**config.mk**
```make
export PLATFORM = sky130hd
export DESIGN_NAME = param_memory
export DESIGN_NICKNAME = d
export VERILOG_FILES = /design/src/rtl/param_memory.sv
export SDC_FILE = /design/constraint.sdc
export NUM_CORES = 2
export LEC_CHECK = 0
export BUFFER_PORTS_ARGS = -buffer_cell sky130_fd_sc_hd__buf_2
export CORE_ASPECT_RATIO = 2
export CORE_UTILIZATION = 65
export DETAILED_ROUTE_END_ITERATION = 8
export PLACE_DENSITY_LB_ADDON = 0.2
export SETUP_SLACK_MARGIN = 0.4
export SLEW_MARGIN = 5
export SYNTH_ARGS = -nofsm -noshare
export SYNTH_HDL_FRONTEND = slang
export SYNTH_SLANG_ARGS = --single-unit
```
**constraint.sdc**
```tcl
create_clock -name clk -period 9.6 [get_ports clk]
set_clock_uncertainty 0.05 [all_clocks]
set_input_delay 1.92 -clock clk [delete_from_list [all_inputs] [get_ports clk]]
set_output_delay 1.92 -clock clk [all_outputs]
set_load 0.03 [all_outputs]
```
**src/rtl/param_memory.sv**
```systemverilog
// Parametrised single-port synchronous data memory with byte-lane strobes,
// a valid/ready request port, a pipelined read path and a post-reset clear.
module param_memory #(
  parameter int unsigned DATA_WIDTH     = 8,
  parameter int unsigned ADDR_WIDTH     = 8,
  parameter int unsigned DEPTH          = 256,
  parameter int unsigned READ_LATENCY   = 1,
  parameter int unsigned CLEAR_ON_RESET = 1
) (
  input  logic                      clk,
  input  logic                      reset,
  input  logic                      req_valid,
  output logic                      req_ready,
  input  logic                      req_write,
  input  logic [ADDR_WIDTH-1:0]     req_addr,
  input  logic [DATA_WIDTH-1:0]     req_wdata,
  input  logic [DATA_WIDTH/8-1:0]   req_wstrb,
  output logic                      rsp_valid,
  output logic [DATA_WIDTH-1:0]     rsp_rdata,
  output logic                      rsp_err,
  output logic                      busy
);

  localparam int unsigned LANES = DATA_WIDTH / 8;
  localparam int unsigned PTR_W = (DEPTH > 1) ? $clog2(DEPTH) : 1;
  localparam logic [PTR_W-1:0] LAST_PTR = PTR_W'(DEPTH - 1);

  typedef enum logic {
    CLEAR = 1'b0,
    RUN   = 1'b1
  } state_t;

  state_t           state;
  state_t           state_next;
  logic [PTR_W-1:0] clear_ptr;
  logic [PTR_W-1:0] clear_ptr_next;
  logic             clear_we;
  logic             ready_next;
  logic             busy_next;

  logic [DATA_WIDTH-1:0] mem [DEPTH];

  logic             accept;
  logic             wr_accept;
  logic             rd_accept;
  logic             in_range;
  logic [PTR_W-1:0] mem_idx;

  logic [READ_LATENCY-1:0] pipe_vld;
  logic [READ_LATENCY-1:0] pipe_err;
  logic [DATA_WIDTH-1:0]   pipe_data [READ_LATENCY];

  assign accept    = req_valid & req_ready;
  assign wr_accept = accept & req_write;
  assign rd_accept = accept & ~req_write;
  // Full-width compare: out-of-range addresses never alias onto real words
  assign in_range  = 32'(req_addr) < DEPTH;
  assign mem_idx   = PTR_W'(req_addr);

  // State register
  always_ff @(posedge clk) begin
    if (reset) begin
      state     <= (CLEAR_ON_RESET != 0) ? CLEAR : RUN;
      clear_ptr <= '0;
      req_ready <= 1'b0;
      busy      <= (CLEAR_ON_RESET != 0);
    end else begin
      state     <= state_next;
      clear_ptr <= clear_ptr_next;
      req_ready <= ready_next;
      busy      <= busy_next;
    end
  end

  // Next-state: CLEAR walks every word once, leaving on the write of the last word
  always_comb begin
    state_next     = state;
    clear_ptr_next = clear_ptr;
    clear_we       = 1'b0;
    case (state)
      CLEAR: begin
        clear_we       = 1'b1;
        clear_ptr_next = clear_ptr + PTR_W'(1);
        if (clear_ptr == LAST_PTR) begin
          state_next     = RUN;
          clear_ptr_next = '0;
        end
      end
      RUN:     state_next = RUN;
      default: state_next = RUN;
    endcase
    ready_next = (state_next == RUN);
    busy_next  = (state_next == CLEAR);
  end

  // Storage: clear writes and lane-masked request writes; reset leaves contents alone
  always_ff @(posedge clk) begin
    if (!reset) begin
      if (clear_we) begin
        mem[clear_ptr] <= '0;
      end else if (wr_accept && in_range) begin
        for (int i = 0; i < LANES; i++) begin
          if (req_wstrb[i]) begin
            mem[mem_idx][8*i +: 8] <= req_wdata[8*i +: 8];
          end
        end
      end
    end
  end

  // Read pipeline; data/err stages only load behind a valid so the outputs hold
  always_ff @(posedge clk) begin
    if (reset) begin
      pipe_vld <= '0;
      pipe_err <= '0;
      for (int k = 0; k < READ_LATENCY; k++) begin
        pipe_data[k] <= '0;
      end
    end else begin
      pipe_vld[0] <= rd_accept;
      if (rd_accept) begin
        pipe_err[0]  <= ~in_range;
        pipe_data[0] <= in_range ? mem[mem_idx] : '0;
      end
      for (int k = 1; k < READ_LATENCY; k++) begin
        pipe_vld[k] <= pipe_vld[k-1];
        if (pipe_vld[k-1]) begin
          pipe_err[k]  <= pipe_err[k-1];
          pipe_data[k] <= pipe_data[k-1];
        end
      end
    end
  end

  assign rsp_valid = pipe_vld[READ_LATENCY-1];
  assign rsp_err   = pipe_err[READ_LATENCY-1];
  assign rsp_rdata = pipe_data[READ_LATENCY-1];

endmodule
```
# Word-level counts from Yosys, hierarchy flattened
# Memories as Yosys holds them, arrays and structs flattened.
# Cells that the tools add are included.
# W data, S select, Z words.
word_totals:
  reg_bits: 11
  ramBits: 2056
  inputBits: 21
  output_inout_bits: 12
  wordCells: 37
  mem_count: 2
memory_table:
  columns: ["name", "words", "word_bits", "read_ports", "rd_ports_with_merged_regs", "write_ports", "line", "text"]
  rows:
  - ["mem", 256, 8, 1, 0, 1, "41", "logic [DATA_WIDTH-1:0] mem [DEPTH];"]
  - ["pipe_data", 1, 8, 1, 0, 1, "51", "logic [DATA_WIDTH-1:0] pipe_data [READ_LATENCY];"]
op_classes:
  n_addsub: 1
  n_eq_ne: 1
  muxes: 21
  bitwise_logic: 6
  reduce_logical: 2
op_table:
  columns: ["operator", "n"]
  rows:
  - ["$mux W8", 4]
  - ["$mux W1", 16]
  - ["$reduce_or A8 Y1", 2]
  - ["$add A8 B1 Y8 const B", 1]
  - ["$eq A8 B8 Y1 const B", 1]
  - ["$and A1 B1 Y1", 3]
  - ["$not A1 Y1", 3]
  - ["$pmux W1 S2", 1]

# Logic depth before layout (Yosys ltp)
depth:
  depth_word: 8
  ltp_mapped: 12
  depth_no_buf: 6

# Worst setup path after synthesis
# OpenSTA, ideal clock, no wires.
synth_path:
  path_type: "input to register"
  startpoint: "input port req_valid"
  endpoint: "memory mem[0][0], data pin"
  setup_ns: 0.869
  t_arrival_ns: 5.831
  t_required_ns: 8.681
  setup_slack_ns: 2.849
  path_stages: 4
  path_buffers: 1
  cell_sequence: "nand2_4 -> nor3_4 -> clkbuf_1 -> and2_1"
synth_between:
  elab_chain_cells: 8
synth_rtl:
  columns: ["item", "line", "text"]
  rows:
  - ["from (decl)", "12", "input logic req_valid,"]
  - ["$and A1 B1 Y1", "53", "assign accept = req_valid & req_ready;"]
  - ["$and A1 B1 Y1", "54", "assign wr_accept = accept & req_write;"]
  - ["$mux W1", "101", "end else if (wr_accept && in_range) begin"]
  - ["$mux W1", "99", "if (clear_we) begin"]
  - ["$mux W1", "98", "if (!reset) begin"]
  - ["$mux W1 (not written as such)", "104", "mem[mem_idx][8*i +: 8] <= req_wdata[8*i +: 8];"]
  - ["$reduce_or A8 Y1 (no line)", null, null]
  - ["$mux W8 (no line)", null, null]
  - ["to (decl)", "41", null]
# Every way passes these cells.

# Final worst setup path
layout_path:
  startpoint: "input port req_addr[2]"
  endpoint: "memory mem[221][1], enable pin"
layout_between:
  elab_chain_cells: 1
layout_rtl:
  columns: ["item", "line", "text"]
  rows:
  - ["from (decl)", "15", "input logic [ADDR_WIDTH-1:0] req_addr,"]
  - ["$mux W8 (no line)", null, null]
# Every way passes these cells.

==> flow_summary.yaml <==
sta:
  setup_tns_ns: 0
  min_period_ns: 5.59
  relSlewSlack: 0.0877
  worst_slew_pin_slew_ns: 1.33
  fmax_mhz: 179
  report.final.slew_viol_count: 0
  whs_ns: 0.554
  min_period_over_period: 0.583
  setup_viol: 0
  hold_violations: 0
  rsz0062_at_grt: "false"
worst_setup_path:
  criticalPathCategory: "primary input to flip-flop"
  cp_top_family: "simple AND/OR/NAND/NOR gates"
  critPathRequiredTime_ns: 9.98
  cpPeakStageDelay_ns: 0.93
  critPathLaunchType: "primary input"
  crit_path_cell_trace: "buf_2, buf_4, and2_1, a21oi_1, or3_2, nor2_1"
  critPathMaxFanout: 24
  r2r-start: "state"
  worstSetupEndpointType: "flip-flop"
  arrival_ns: 5.97
  startpoint: "req_addr[2]"
  crit_buf_inv: 2
  critPathSlowestCell: "and2_1"
placement:
  hpwl_um: 131000
  io_buffer_count: 31
  routabilityCongestion: 0.951
  place_area_um2: 82700
clock_tree:
  htree_levels: 4
  numCtsBuffers: 163
  cts_tree: "done"
  cts.sinks: 2067
  cts_resized: 0
  clkTransAtPathRegs_ns: 0.07
  worstSkewPairLatency_ns: 0.81
  cts_root_buf: "clkbuf_16"
  clockBufferDepth: 3
  holdBufCountCts: 0
  postCtsSetupBuffers: 0
cells_and_area:
  final_cell_mix: "2056 x edfxtp_1, 369 x mux4_2, 307 x nor2_1"
  drive_gt1_frac: 0.193
  final_area_um2: 88100
  final_common_cell: "edfxtp_1"
  finalNetCount: 3994
  syn_to_final_growth_pct: 7.99
floorplan:
  row_count: 183
  start_util: 0.656
  die_area_um2: 127000
  die_x_um: 252
  coreArea_um2: 124000
  die_h_um: 503
  ioPinCount: 33
pwr:
  power.density_nw_per_um2: 195
  max-vdd-ir-drop_uv: 156
  power.leakage_nw: 32.3
synthesis:
  muxShareOfSynthArea: 0.151
  synthXorXnorAreaFrac: 0.000752
  ys_ff_latch: 2067
  synth_area_um2: 81600
  syn-num-nets: 3973
  yosys_warnings: 0
  ys_dominant_reg_cell: "edfxtp_1"
  syn_inst: 3951
  yosys.area_share.simple: 0.0321
  synth.distinct_cells: 70
  synth_compound_area_frac: 0.0339
  synthAdderAreaFrac: 0.000153
  synth_top_family_by_area: "multiplexers"
  synth_edf_count: 2056
  syn_area_per_cell_um2: 20.6
  async_flop_share: 0
  yosysSeqAreaShare: 0.760
global_route:
  grt_pass1_wl_um: 299000
  antenna_found_initial: 6
  grt_overflow_total: 0
  grt_max_degree: 208
  grt_usage: 0.342
  grt_pass1_vias: 41349
min_path:
  hold_class: "flip-flop to flip-flop"
  hp-start: "clear_ptr[0]"
drt:
  ant_nets: 0
  wl_per_cell_um: 36.6
  drt-pass1-iter-count: 6
  vias: 40970
  drc: 0
  drtIter0Drc: 5349
  via_per_inst: 7.10
  wl_um: 211000
status:
  status: "finished clean"
job:
  maxCapViolCount: 0
-- power by group --
| group | switching, mW | total (mW) | internal, mW |
|---|---|---|---|
| clock network | 3.13 | 6.84 | 3.71 |
| logic | 0.347 | 0.522 | 0.175 |
| registers | 0.00543 | 9.77 | 9.77 |
| total | 3.48 | 17.1 | 13.7 |
-- Yosys cell counts, types with 11 or more instances --
library cell	instances	area, µm²
nand3b_1	11	82.6
mux4_1	45	1180
a21oi_1	60	300
mux2i_1	256	2560
buf_4	19	143
nand2_1	50	188
nand4_1	15	93.8
a22oi_1	13	97.6
a211oi_1	16	120
clkbuf_1	82	308
and2_1	21	131
or2_2	20	125
nor3_1	26	130
o22ai_1	88	551
mux4_2	369	8310
mux2_2	23	259
nor2_1	307	1150
buf_6	35	394
buf_12	18	360
buf_2	54	270
edfxtp_1	2056	61700
buf_8	13	195
or3_1	22	138
dfxtp_1	11	220
nand3_1	30	150
o21ai_0	46	230
o221ai_1	116	1020
-- tightest hold or removal path: stages (launching register included) --
cell,delay [ns]
dfxtp_1,0.36
xor2_1,0.15
nor2_1,0.05
-- routing by layer --
metal	global-route usage	vias up	wire, µm
met4	0.247	6	17900
met2	0.570	2670	108000
met3	0.0578	690	18200
li1	-	16489	-
met5	0	-	44
met1	0.403	21115	67400
-- registers in the layout, indices dropped and copies added, names as in the netlist --
register	cells
clear_ptr	8
mem	2048
state	1
busy	1
rsp_valid	1
pipe_data	8
-- final timing paths --
kind	endpoint	slack (ns)	cells past startpoint
setup / recovery	mem[221][1]	4.01	6
hold / removal	clear_ptr[0]	0.55	2
setup reg to reg	mem[42][3]	5.43	7
hold reg to reg	clear_ptr[0]	0.55	2
-- cell families after synthesis --
group | Yosys count
xor+xnor | 7
mux | 693
compound gates | 385
other cells | 1
flops | 2067
simple gates | 556
buf+inv | 241
fa+ha+maj | 1
-- per-stage QoR --
step	utilization	worst slack, ns	total power [mW]	cells
2_1_floorplan	-	2.85	10.3	3951
3_3_place_gp	0.665	3.57	10.5	5471
3_5_place_dp	0.665	3.46	10.5	5471
4_1_cts	0.708	4.28	17.1	5767
5_1_grt	0.708	4.06	17.5	5769
6_report	0.708	4.01	17.1	5773
-- final cells by class --
type | count | area [µm²]
Antenna cell | 5 | 12.5
Multi-Input combinational cell | 1643 | 17900
Clock inverter | 102 | 1000
Timing Repair Buffer | 92 | 827
Sequential cell | 2067 | 62000
Inverter | 5 | 25.0
Clock buffer | 194 | 4320
Tap cell | 1665 | 2080
Fill cell | 7182 | 36200
Power figures use the tool's default switching activity.
